`config.mk`:
```
export PLATFORM = sky130hd
export DESIGN_NAME = mem_stage
export DESIGN_NICKNAME = d
export VERILOG_FILES = /design/src/rtl/mem_stage_pkg.sv /design/src/rtl/mem_align.sv /design/src/rtl/mem_stage.sv
export SDC_FILE = /design/constraint.sdc
export NUM_CORES = 1
export LEC_CHECK = 0
export ABC_AREA = 1
export BUFFER_PORTS_ARGS = -buffer_cell sky130_fd_sc_hd__buf_4
export CORE_MARGIN = 5
export CORE_UTILIZATION = 52
export CTS_BUF_LIST = sky130_fd_sc_hd__clkbuf_8
export DETAILED_ROUTE_END_ITERATION = 6
export PLACE_DENSITY = 0.86
export SYNTH_ARGS = -nofsm -noshare
export SYNTH_HDL_FRONTEND = slang
export SYNTH_SLANG_ARGS = --single-unit
```
`constraint.sdc`:
```
create_clock -name clk -period 2.1 [get_ports clk]
set_clock_uncertainty 0.15 [all_clocks]
set_input_delay 0.315 -clock clk [delete_from_list [all_inputs] [get_ports clk]]
set_output_delay 0.315 -clock clk [all_outputs]
set_load 0.02 [all_outputs]
```
`src/rtl/mem_stage_pkg.sv`:
```
// rtl/mem_stage_pkg.sv - shared encodings and pipeline register layouts for the memory stage
package mem_stage_pkg;

    typedef enum logic [1:0] {
        RES_ALU  = 2'b00,
        RES_LOAD = 2'b01,
        RES_PC4  = 2'b10
    } result_src_e;

    // Funct3[1:0] selects the access size, Funct3[2] selects zero-extension
    localparam logic [1:0] SZ_B = 2'b00;
    localparam logic [1:0] SZ_H = 2'b01;
    localparam int         F3_UNSIGNED_BIT = 2;

    typedef enum logic {
        ST_IDLE = 1'b0,
        ST_WAIT = 1'b1
    } mem_state_e;

    typedef struct packed {
        logic [31:0] alu;
        logic [31:0] store_data;
        logic [31:0] pc4;
        logic [4:0]  rd;
        logic        reg_write;
        logic        mem_write;
        result_src_e result_src;
        logic [2:0]  funct3;
    } exmem_t;

    typedef struct packed {
        logic [31:0] result;
        logic [4:0]  rd;
        logic        reg_write;
        logic        fault;
    } memwb_t;

endpackage

```
`src/rtl/mem_align.sv`:
```
// rtl/mem_align.sv - byte-lane store alignment and load extract/extend; MEM_MISALIGN_CHK_EN flags misaligned H/W accesses
module mem_align
    import mem_stage_pkg::*;
(
    input  logic [2:0]  funct3,
    input  logic [1:0]  addr_lo,
    input  logic [31:0] store_data,
    input  logic [31:0] rdata,
    output logic [3:0]  be,
    output logic [31:0] wdata,
    output logic [31:0] load_data,
    output logic        misaligned
);

    logic [7:0]  byte_sel;
    logic [15:0] half_sel;
    logic        is_signed;

    always_comb begin
        is_signed = ~funct3[F3_UNSIGNED_BIT];
        byte_sel  = rdata[{addr_lo, 3'b000} +: 8];
        half_sel  = addr_lo[1] ? rdata[31:16] : rdata[15:0];
        be        = 4'b1111;
        wdata     = store_data;
        load_data = rdata;
        case (funct3[1:0])
            SZ_B: begin
                be        = 4'b0001 << addr_lo;
                wdata     = {4{store_data[7:0]}};
                load_data = {{24{is_signed & byte_sel[7]}}, byte_sel};
            end
            SZ_H: begin
                be        = addr_lo[1] ? 4'b1100 : 4'b0011;
                wdata     = {2{store_data[15:0]}};
                load_data = {{16{is_signed & half_sel[15]}}, half_sel};
            end
            default: ;
        endcase
`ifdef MEM_MISALIGN_CHK_EN
        case (funct3[1:0])
            SZ_B:    misaligned = 1'b0;
            SZ_H:    misaligned = addr_lo[0];
            default: misaligned = (addr_lo != 2'b00);
        endcase
`else
        misaligned = 1'b0;
`endif
    end

endmodule

```
`src/rtl/mem_stage.sv`:
```
// rtl/mem_stage.sv - EX/MEM register, data-memory request FSM, MEM/WB register and writeback mux; MEM_MISALIGN_CHK_EN enables misalignment faults
module mem_stage
    import mem_stage_pkg::*;
#(
    parameter int TIMEOUT = 16,
    parameter int CW      = 5
)(
    input  logic        clk,
    input  logic        reset,
    input  logic [31:0] ALUResultE,
    input  logic [31:0] WriteDataE,
    input  logic [31:0] PCplus4E,
    input  logic [4:0]  RdE,
    input  logic        RegWriteE,
    input  logic        MemWriteE,
    input  logic [1:0]  ResultSrcE,
    input  logic [2:0]  Funct3E,
    input  logic        flushM,
    output logic        dmem_valid,
    output logic        dmem_we,
    output logic [31:0] dmem_addr,
    output logic [31:0] dmem_wdata,
    output logic [3:0]  dmem_be,
    input  logic        dmem_ready,
    input  logic [31:0] dmem_rdata,
    input  logic        dmem_err,
    output logic        stallM,
    output logic [31:0] ALUResultM,
    output logic [4:0]  RdM,
    output logic        RegWriteM,
    output logic [31:0] ResultW,
    output logic [4:0]  RdW,
    output logic        RegWriteW,
    output logic        faultW
);

    exmem_t        exmem_q, exmem_d;
    memwb_t        memwb_q, memwb_d;
    mem_state_e    state_q, state_d;
    logic [CW-1:0] cnt_q, cnt_d;

    logic [3:0]  lane_be;
    logic [31:0] lane_wdata;
    logic [31:0] load_data;
    logic        misaligned;
    logic        memop, req, at_limit, timeout, fault, stall;

    mem_align u_align (
        .funct3     (exmem_q.funct3),
        .addr_lo    (exmem_q.alu[1:0]),
        .store_data (exmem_q.store_data),
        .rdata      (dmem_rdata),
        .be         (lane_be),
        .wdata      (lane_wdata),
        .load_data  (load_data),
        .misaligned (misaligned)
    );

    // cnt counts cycles the current request has been waiting, including the first
    always_comb begin
        memop    = exmem_q.mem_write | (exmem_q.result_src == RES_LOAD);
        req      = memop & ~misaligned;
        at_limit = (state_q == ST_WAIT) && (cnt_q == CW'(TIMEOUT - 1));
        timeout  = req & ~dmem_ready & at_limit;
        stall    = req & ~dmem_ready & ~at_limit;
        fault    = (memop & misaligned) | (req & dmem_ready & dmem_err) | timeout;
    end

    always_comb begin
        exmem_d = exmem_q;
        if (flushM) begin
            exmem_d = '0;
        end else if (!stall) begin
            exmem_d.alu        = ALUResultE;
            exmem_d.store_data = WriteDataE;
            exmem_d.pc4        = PCplus4E;
            exmem_d.rd         = RdE;
            exmem_d.reg_write  = RegWriteE;
            exmem_d.mem_write  = MemWriteE;
            exmem_d.result_src = result_src_e'(ResultSrcE);
            exmem_d.funct3     = Funct3E;
        end
    end

    always_comb begin
        state_d = ST_IDLE;
        cnt_d   = '0;
        if (!flushM && stall) begin
            state_d = ST_WAIT;
            cnt_d   = cnt_q + 1'b1;
        end
    end

    // A stalled cycle retires a bubble; a faulting access never writes back
    always_comb begin
        memwb_d = '0;
        if (!stall) begin
            memwb_d.rd        = exmem_q.rd;
            memwb_d.fault     = fault;
            memwb_d.reg_write = exmem_q.reg_write & ~fault;
            if (!fault) begin
                case (exmem_q.result_src)
                    RES_LOAD: memwb_d.result = load_data;
                    RES_PC4:  memwb_d.result = exmem_q.pc4;
                    default:  memwb_d.result = exmem_q.alu;
                endcase
            end
        end
    end

    always_ff @(posedge clk or negedge reset) begin
        if (!reset) begin
            exmem_q <= '0;
            memwb_q <= '0;
            state_q <= ST_IDLE;
            cnt_q   <= '0;
        end else begin
            exmem_q <= exmem_d;
            memwb_q <= memwb_d;
            state_q <= state_d;
            cnt_q   <= cnt_d;
        end
    end

    assign stallM     = stall;
    assign dmem_valid = req;
    assign dmem_we    = req & exmem_q.mem_write;
    assign dmem_addr  = {exmem_q.alu[31:2], 2'b00};
    assign dmem_wdata = lane_wdata;
    assign dmem_be    = req ? lane_be : 4'b0000;
    assign ALUResultM = exmem_q.alu;
    assign RdM        = exmem_q.rd;
    assign RegWriteM  = exmem_q.reg_write;
    assign ResultW    = memwb_q.result;
    assign RdW        = memwb_q.rd;
    assign RegWriteW  = memwb_q.reg_write;
    assign faultW     = memwb_q.fault;

endmodule

```
==> impl_metrics.xml, run 1 <==
<?xml version="1.0" encoding="UTF-8"?>
<metrics>
  <group name="run_status">
    <metric name="status" unit="">finished with violations</metric>
    <metric name="failed_checks" unit="">negative setup slack</metric>
  </group>
  <group name="floorplanning">
    <metric name="fp.dieArea" unit="µm²">18500</metric>
    <metric name="initial_core_util" unit="%">52.4</metric>
    <metric name="boundaryPins" unit="">293</metric>
    <metric name="die_height" unit="µm">136</metric>
    <metric name="fp-row-count" unit="">46</metric>
    <metric name="die_width" unit="µm">136</metric>
    <metric name="core-area" unit="µm²">15700</metric>
  </group>
  <group name="layout">
    <metric name="finish.utilization" unit="%">83.8</metric>
    <metric name="nets" unit="">1461</metric>
    <metric name="num_antenna_cells" unit="">0</metric>
    <metric name="n_fill_cell" unit="">772</metric>
    <metric name="final-instance-count-excl-fill" unit="">1538</metric>
    <metric name="area_overhead_of_the_layout_relative_to_synthesis" unit="%">59.8</metric>
    <metric name="layout-drive-gt1-share" unit="%">46.1</metric>
  </group>
  <group name="routing">
    <metric name="dr.pass1.iters" unit="">5</metric>
    <metric name="dr.first_iter.drc_count" unit="">740</metric>
    <metric name="postRouteAntennaNets" unit="">0</metric>
    <metric name="route.detailed.drc" unit="">0</metric>
    <metric name="routed_wirelength" unit="mm">35.8</metric>
    <metric name="routed-via-count" unit="">8950</metric>
    <metric name="wire_per_inst" unit="µm">23.3</metric>
    <metric name="via_per_inst" unit="">5.82</metric>
  </group>
  <group name="sta">
    <metric name="holdWs" unit="ps">58.7</metric>
    <metric name="rsz0062_at_grt" unit="">true</metric>
    <metric name="final.period_utilization" unit="%">115</metric>
    <metric name="final.min_clock_period" unit="ps">2420</metric>
    <metric name="finalSetupViolCount" unit="">126</metric>
    <metric name="report.final.slew_viol_count" unit="">0</metric>
    <metric name="finalWorstSetupSlack" unit="ps">-323</metric>
    <metric name="fmax" unit="MHz">413</metric>
    <metric name="finalHoldViolCount" unit="">0</metric>
    <metric name="maxSlewHeadroom" unit="%">62.5</metric>
    <metric name="worst-slew-pin-transition" unit="ps">562</metric>
  </group>
  <group name="worst_setup_path">
    <metric name="worstPathArrival" unit="ps">2650</metric>
    <metric name="timing.reg2reg.setup_slack" unit="ps">-320</metric>
    <metric name="worst_r2r_path_depth" unit="">13</metric>
    <metric name="worst-endpoint-required" unit="ps">2320</metric>
    <metric name="timing.critical_path.to" unit="">ALUResultM[22]</metric>
    <metric name="cp-startpoint" unit="">cnt_q[1]</metric>
    <metric name="maximum_fanout_encountered_on_the_critical_timing_path" unit="">7</metric>
    <metric name="timing_worst_setup_path_type" unit="">flip-flop to flip-flop</metric>
    <metric name="worst_flop_to_flop_path_startpoint" unit="">cnt_q[1]</metric>
    <metric name="r2r_end" unit="">ALUResultM[22]</metric>
    <metric name="startpoint_type" unit="">flip-flop</metric>
    <metric name="timing.critical_path.to_type" unit="">flip-flop</metric>
  </group>
  <group name="global_routing">
    <metric name="first_pass_grt_wire_length" unit="mm">47.6</metric>
    <metric name="grt_antenna_before_repair" unit="">0</metric>
    <metric name="gr-usage-all-layers" unit="%">33.5</metric>
    <metric name="maximum_number_of_pins_on_one_net_before_global_route_repair" unit="">109</metric>
    <metric name="grt_overflow_total" unit="">0</metric>
    <metric name="first_global_vias" unit="">8710</metric>
  </group>
  <group name="logic_synthesis">
    <metric name="syn-cell-area" unit="µm²">8240</metric>
    <metric name="number_of_warnings_reported_in_the_yosys_synthesis_log" unit="">0</metric>
    <metric name="netlist_top_cells_area" unit="">dfrtp_1 46%, o21ai_2 8.1%, buf_4 7.4%, nand3_1 7.4%, inv_1 5.6%</metric>
    <metric name="async_reset_ff_share" unit="%">100</metric>
    <metric name="synth-edff-count" unit="">0</metric>
    <metric name="ys_ff_latch" unit="">153</metric>
    <metric name="netlist.area_leader.share" unit="%">46.5</metric>
    <metric name="synthesis.area_per_instance" unit="µm²">8.70</metric>
    <metric name="yosys_most_used_dff" unit="">dfrtp_1</metric>
    <metric name="seq_area_frac_synth" unit="%">46.5</metric>
    <metric name="number_of_distinct_library_cells_after_synthesis" unit="">35</metric>
    <metric name="netlist.top_cell.by_area" unit="">dfrtp_1</metric>
    <metric name="netlist_instances" unit="">947</metric>
  </group>
  <group name="clock_network">
    <metric name="cts_made_buffers" unit="">17</metric>
    <metric name="ctsHtreeMaxLevel" unit="">4</metric>
    <metric name="cts_root_buffer" unit="">clkbuf_8</metric>
    <metric name="clkTransAtPathRegs" unit="ps">90</metric>
    <metric name="cts_num_sinks" unit="">153</metric>
    <metric name="cts_tree" unit="">done</metric>
    <metric name="clock_insertion_delay_worst_skew" unit="ps">450</metric>
    <metric name="cts-root-to-sink-buffers" unit="">2</metric>
  </group>
  <group name="power">
    <metric name="power.static_leakage" unit="nW">6.51</metric>
    <metric name="power-per-cell-area" unit="nW/µm²">655</metric>
    <metric name="max-vdd-ir-drop" unit="µV">418</metric>
  </group>
  <group name="job">
    <metric name="cap_viol_max_count" unit="">0</metric>
  </group>
  <group name="placement">
    <metric name="gp_congestion" unit="">0.912</metric>
    <metric name="dp.final_hpwl" unit="mm">18.8</metric>
    <metric name="placement.io_buffers" unit="">290</metric>
    <metric name="place_inst" unit="">1357</metric>
  </group>
  <group name="hold_path">
    <metric name="hold_path_class" unit="">input port to flip-flop</metric>
    <metric name="min_from" unit="">ALUResultE[12]</metric>
  </group>
</metrics>
## cells in the mapped netlist, types with 3 or more instances
master	instances
dfrtp_1	153
inv_1	124
nand3_1	121
nand2_1	120
buf_4	81
o21ai_2	76
a21oi_1	40
nor2_1	34
o22ai_1	32
o21ai_0	29
clkbuf_1	22
buf_2	16
o21ai_1	15
nand2_2	13
a21oi_2	11
buf_6	11
inv_2	10
o221ai_1	8
o2111ai_1	6
ha_1	4
buf_1	3
nor2_2	3
## critical path: stages, from the launching register on
cell,delay [ps]
dfrtp_1,400
ha_2,190
nand2_2,90
nor2_2,50
ha_2,190
a21oi_4,200
nand2_4,100
buf_6,130
buf_6,110
nor2_4,170
inv_8,100
clkbuf_16,190
buf_16,150
o21ai_2,110
## cell families after synthesis
family / count (synthesis) / share of synthesized area, %
AO/OA/AOI/OAI: 219 / 18.5
XOR/XNOR: 1 / 0.106
adder cells (fa/ha/maj): 4 / 0.607
buffers and inverters: 270 / 17.5
flip-flops: 153 / 46.5
other: 1 / 0.0455
AND/OR/NAND/NOR: 299 / 16.8
## power breakdown
part           switching (mW)  internal, mW
sequential              0.179          3.18
combinational            1.61          1.24
clock                    1.17          1.24
total                    2.96          5.66
## routing by layer
| metal | vias up | part of all wire, % | wire [µm] | GRT usage [%] |
|---|---|---|---|---|
| li1 | 3753 | - | - | - |
| met1 | 4262 | 34 | 12000 | 39.7 |
| met2 | 733 | 49 | 17600 | 58.4 |
| met3 | 202 | 10 | 3700 | 8.07 |
| met4 | 0 | 6.9 | 2450 | 14.0 |
| met5 | - | 0 | 0 | 0 |
## how the worst min path moves through the flow
stage	cells after the start	to	slack (ps)
final	3	ALUResultM[12]	60
after floorplan	0	ALUResultM[0]	-130
after CTS	3	ALUResultM[12]	40
after detailed placement	1	exmem_q[49]	130
after global placement	1	exmem_q[5]	130
after global routing	3	ALUResultM[12]	40
## sequential cells by signal (all words and copies together) (netlist names)
| signal | flops |
|---|---|
| RegWriteW | 1 |
| exmem_q | 70 |
| RdM | 5 |
| RdW | 5 |
| ALUResultM | 32 |
| state_q | 1 |
| faultW | 1 |
| RegWriteM | 1 |
| ResultW | 32 |
| cnt_q | 5 |
## timing repair
| action | CTS | global route |
|---|---|---|
| pin swaps | 10 | 17 |
| buffers inserted | 18 | 16 |
| gates cloned | 9 | 8 |
| endpoints found under the setup margin | 107 | 145 |
| endpoints found under the hold margin | 147 | 0 |
| hold buffers | 108 | 0 |
| gates resized for setup | 84 | 148 |
## metrics by stage
stage / TNS [ps] / total power [mW] / area (µm²) / setup WS [ps]
floorplan: 0 / 4.65 / 8240 / 73.4
detailed placement: -347 / 5.49 / 10200 / -58.0
finish: -28010 / 8.62 / 13200 / -323
global placement: 0 / 5.44 / 10200 / 21.1
CTS: -17010 / 8.17 / 12300 / -230
global route: -34710 / 8.88 / 13200 / -374
## cell type report
| type | instances | area [µm²] | area share, % |
|---|---|---|---|
| sequential | 153 | 3830 | 29.1 |
| clock buffer | 20 | 275 | 2.09 |
| clock inverter | 9 | 126 | 0.960 |
| multi-input combinational | 525 | 3590 | 27.3 |
| timing repair buffer | 480 | 4530 | 34.4 |
| tap | 216 | 270 | 2.05 |
| inverter | 135 | 541 | 4.11 |
## cell usage in the layout (no fill, tap or decap), drive strengths merged, types with 32 or more instances in the layout
master | Yosys | layout
nand2 | 134 | 134
nand3 | 124 | 124
buf | 112 | 363
inv | 135 | 135
dlygate4sd3 | 0 | 108
dfrtp | 153 | 153
o22ai | 32 | 32
a21oi | 51 | 51
nor2 | 40 | 40
o21ai | 120 | 120
Note: power is estimated with default switching activity, not from simulation.
==> run 2: changes to the inputs <==
- RECOVER_POWER: not set -> 25
==> impl_metrics.xml, run 2 (same netlist as run 1, synthesis figures left out) <==
<?xml version="1.0" encoding="UTF-8"?>
<metrics>
  <group name="floorplanning">
    <metric name="boundaryPins" unit="">293</metric>
    <metric name="die_height" unit="µm">136</metric>
    <metric name="initial_core_util" unit="%">52.4</metric>
    <metric name="fp.dieArea" unit="µm²">18500</metric>
    <metric name="die_width" unit="µm">136</metric>
    <metric name="fp-row-count" unit="">46</metric>
    <metric name="core-area" unit="µm²">15700</metric>
  </group>
  <group name="worst_setup_path">
    <metric name="r2r_end" unit="">exmem_q[40]</metric>
    <metric name="worst-endpoint-required" unit="ps">2340</metric>
    <metric name="critical_path.cell_chain" unit="">ha_2 &gt; nand2_2 &gt; nor2_2 &gt; ha_2 &gt; a21oi_4 &gt; nand2_4 &gt; buf_6 &gt; buf_6 &gt; nor2_4 &gt; inv_8 &gt; clkbuf_16 &gt; clkbuf_16 &gt; o21ai_2</metric>
    <metric name="max_stage_delay" unit="ps">400</metric>
    <metric name="timing.reg2reg.setup_slack" unit="ps">-320</metric>
    <metric name="worst_flop_to_flop_path_startpoint" unit="">cnt_q[1]</metric>
    <metric name="crit_family" unit="">buffers and inverters</metric>
    <metric name="timing.critical_path.to_type" unit="">flip-flop</metric>
    <metric name="maximum_fanout_encountered_on_the_critical_timing_path" unit="">7</metric>
    <metric name="slowest_stage" unit="">dfrtp_1</metric>
    <metric name="worst_r2r_path_depth" unit="">13</metric>
    <metric name="cp_num_buf_inv" unit="">5</metric>
    <metric name="worstPathArrival" unit="ps">2660</metric>
    <metric name="timing_worst_setup_path_type" unit="">flip-flop to flip-flop</metric>
    <metric name="startpoint_type" unit="">flip-flop</metric>
  </group>
  <group name="clock_network">
    <metric name="clock_insertion_delay_worst_skew" unit="ps">460</metric>
    <metric name="cts-root-to-sink-buffers" unit="">2</metric>
    <metric name="cts_num_sinks" unit="">153</metric>
    <metric name="ctsHtreeMaxLevel" unit="">4</metric>
    <metric name="cts_tree" unit="">done</metric>
    <metric name="cts_made_buffers" unit="">17</metric>
    <metric name="clkTransAtPathRegs" unit="ps">90</metric>
    <metric name="cts_root_buffer" unit="">clkbuf_8</metric>
  </group>
  <group name="hold_path">
    <metric name="hold_path_class" unit="">input port to flip-flop</metric>
    <metric name="timing.hold.worst_path_depth" unit="">3</metric>
    <metric name="timing.hold.worst_endpoint" unit="">ALUResultM[12]</metric>
    <metric name="min_from" unit="">ALUResultE[12]</metric>
  </group>
  <group name="power">
    <metric name="max-vdd-ir-drop" unit="µV">417</metric>
    <metric name="power-per-cell-area" unit="nW/µm²">656</metric>
    <metric name="power.static_leakage" unit="nW">6.51</metric>
    <metric name="fin_total_pwr" unit="mW">8.63</metric>
  </group>
  <group name="layout">
    <metric name="layout-drive-gt1-share" unit="%">46.1</metric>
    <metric name="final-instance-count-excl-fill" unit="">1538</metric>
    <metric name="layout.cells.most_common" unit="">buf_4</metric>
    <metric name="num_antenna_cells" unit="">0</metric>
    <metric name="area_taken_by_multi_input_logic_gates" unit="µm²">3590</metric>
    <metric name="nets" unit="">1461</metric>
    <metric name="area_overhead_of_the_layout_relative_to_synthesis" unit="%">59.6</metric>
    <metric name="final_cell_mix" unit="">311 x buf_4, 151 x dfrtp_1, 125 x inv_1, 121 x nand3_1, 108 x dlygate4sd3_1</metric>
    <metric name="top_register" unit="">exmem_q</metric>
    <metric name="layout.area.seq" unit="µm²">3830</metric>
    <metric name="largest_register_ff_count" unit="">70</metric>
    <metric name="n_fill_cell" unit="">776</metric>
  </group>
  <group name="global_routing">
    <metric name="gr-usage-all-layers" unit="%">33.5</metric>
    <metric name="grt_overflow_total" unit="">0</metric>
    <metric name="first_pass_grt_wire_length" unit="mm">47.6</metric>
    <metric name="first_global_vias" unit="">8710</metric>
    <metric name="maximum_number_of_pins_on_one_net_before_global_route_repair" unit="">109</metric>
    <metric name="grt_antenna_before_repair" unit="">0</metric>
  </group>
  <group name="job">
    <metric name="cap_viol_max_count" unit="">0</metric>
  </group>
  <group name="sta">
    <metric name="holdWs" unit="ps">53.0</metric>
    <metric name="rsz0062_at_grt" unit="">true</metric>
    <metric name="finalWorstSetupSlack" unit="ps">-323</metric>
    <metric name="finalSetupViolCount" unit="">127</metric>
    <metric name="maxSlewHeadroom" unit="%">13.6</metric>
    <metric name="fmax" unit="MHz">413</metric>
    <metric name="worst-slew-pin-transition" unit="ps">1300</metric>
    <metric name="fin_tns_setup" unit="ps">-27660</metric>
    <metric name="finalHoldViolCount" unit="">0</metric>
    <metric name="report.final.slew_viol_count" unit="">0</metric>
    <metric name="final.min_clock_period" unit="ps">2420</metric>
    <metric name="final.period_utilization" unit="%">115</metric>
  </group>
  <group name="routing">
    <metric name="wire_per_inst" unit="µm">23.2</metric>
    <metric name="route.detailed.drc" unit="">0</metric>
    <metric name="dr.pass1.iters" unit="">7</metric>
    <metric name="postRouteAntennaNets" unit="">0</metric>
    <metric name="dr.first_iter.drc_count" unit="">831</metric>
    <metric name="routed_wirelength" unit="mm">35.7</metric>
    <metric name="via_per_inst" unit="">5.86</metric>
    <metric name="routed-via-count" unit="">9005</metric>
  </group>
  <group name="placement">
    <metric name="place_inst" unit="">1357</metric>
    <metric name="placement.io_buffers" unit="">290</metric>
    <metric name="dp.final_hpwl" unit="mm">18.8</metric>
    <metric name="gp_congestion" unit="">0.912</metric>
  </group>
  <group name="run_status">
    <metric name="failed_checks" unit="">negative setup slack</metric>
    <metric name="status" unit="">finished with violations</metric>
  </group>
</metrics>
## run 2: changes by cell type in the layout (fill, tap and decap cells not counted)
cell      change
buf_12        -1
clkbuf_2      +1
## run 2: cell type report
type	count	share of cell area (%)
clock inverter	9	0.961
tap	216	2.06
inverter	135	4.11
sequential	153	29.1
clock buffer	20	2.09
multi-input combinational	525	27.3
timing repair buffer	480	34.4
## run 2: worst reg2reg max path, delay by kind of cell (launching register included)
| kind | cells | cell delay, ps |
|---|---|---|
| buffers and inverters | 5 | 720 |
| flip-flops | 1 | 400 |
| AO/OA/AOI/OAI | 2 | 300 |
| adder cells (fa/ha/maj) | 2 | 380 |
| AND/OR/NAND/NOR | 4 | 400 |
## run 2: metrics by stage
step                util, %  setup WS (ps)  instance area (µm²)
finish                 83.7           -323                13100
global placement       64.9           21.1                10200
detailed placement     64.9          -58.0                10200
global route           83.7           -374                13100
CTS                    78.4           -230                12300
floorplan                 -           73.4                 8240
## run 2: power breakdown
group	internal, mW	total (mW)	switching (mW)
combinational	1.24	2.84	1.60
sequential	3.18	3.36	0.179
clock	1.24	2.42	1.18
total	5.66	8.63	2.96
## run 2: worst max-delay path by stage
stage / end / from / slack (ps) / cells after the start
final: exmem_q[40] / cnt_q[1] / -320 / 13
after global routing: ALUResultM[25] / cnt_q[1] / -370 / 13
after CTS: stallM / cnt_q[1] / -230 / 9
after detailed placement: stallM / cnt_q[0] / -60 / 9
after global placement: stallM / cnt_q[0] / 20 / 9
after floorplan: stallM / cnt_q[0] / 70 / 9
## run 2: timing repair
item | CTS | global route
pin swaps | 10 | 17
resized for setup | 84 | 148
endpoints found under the setup margin | 107 | 145
hold buffers | 108 | 0
hold endpoints to repair | 147 | 0
buffers inserted | 18 | 16
gates cloned | 9 | 8
## run 2: per-layer routing
layer,global-route usage (%),wire [µm],vias to the layer above
met5,0,0,-
met2,58.4,17600,726
li1,-,-,3752
met3,8.07,3680,207
met4,14.0,2530,0
met1,39.7,12000,4320
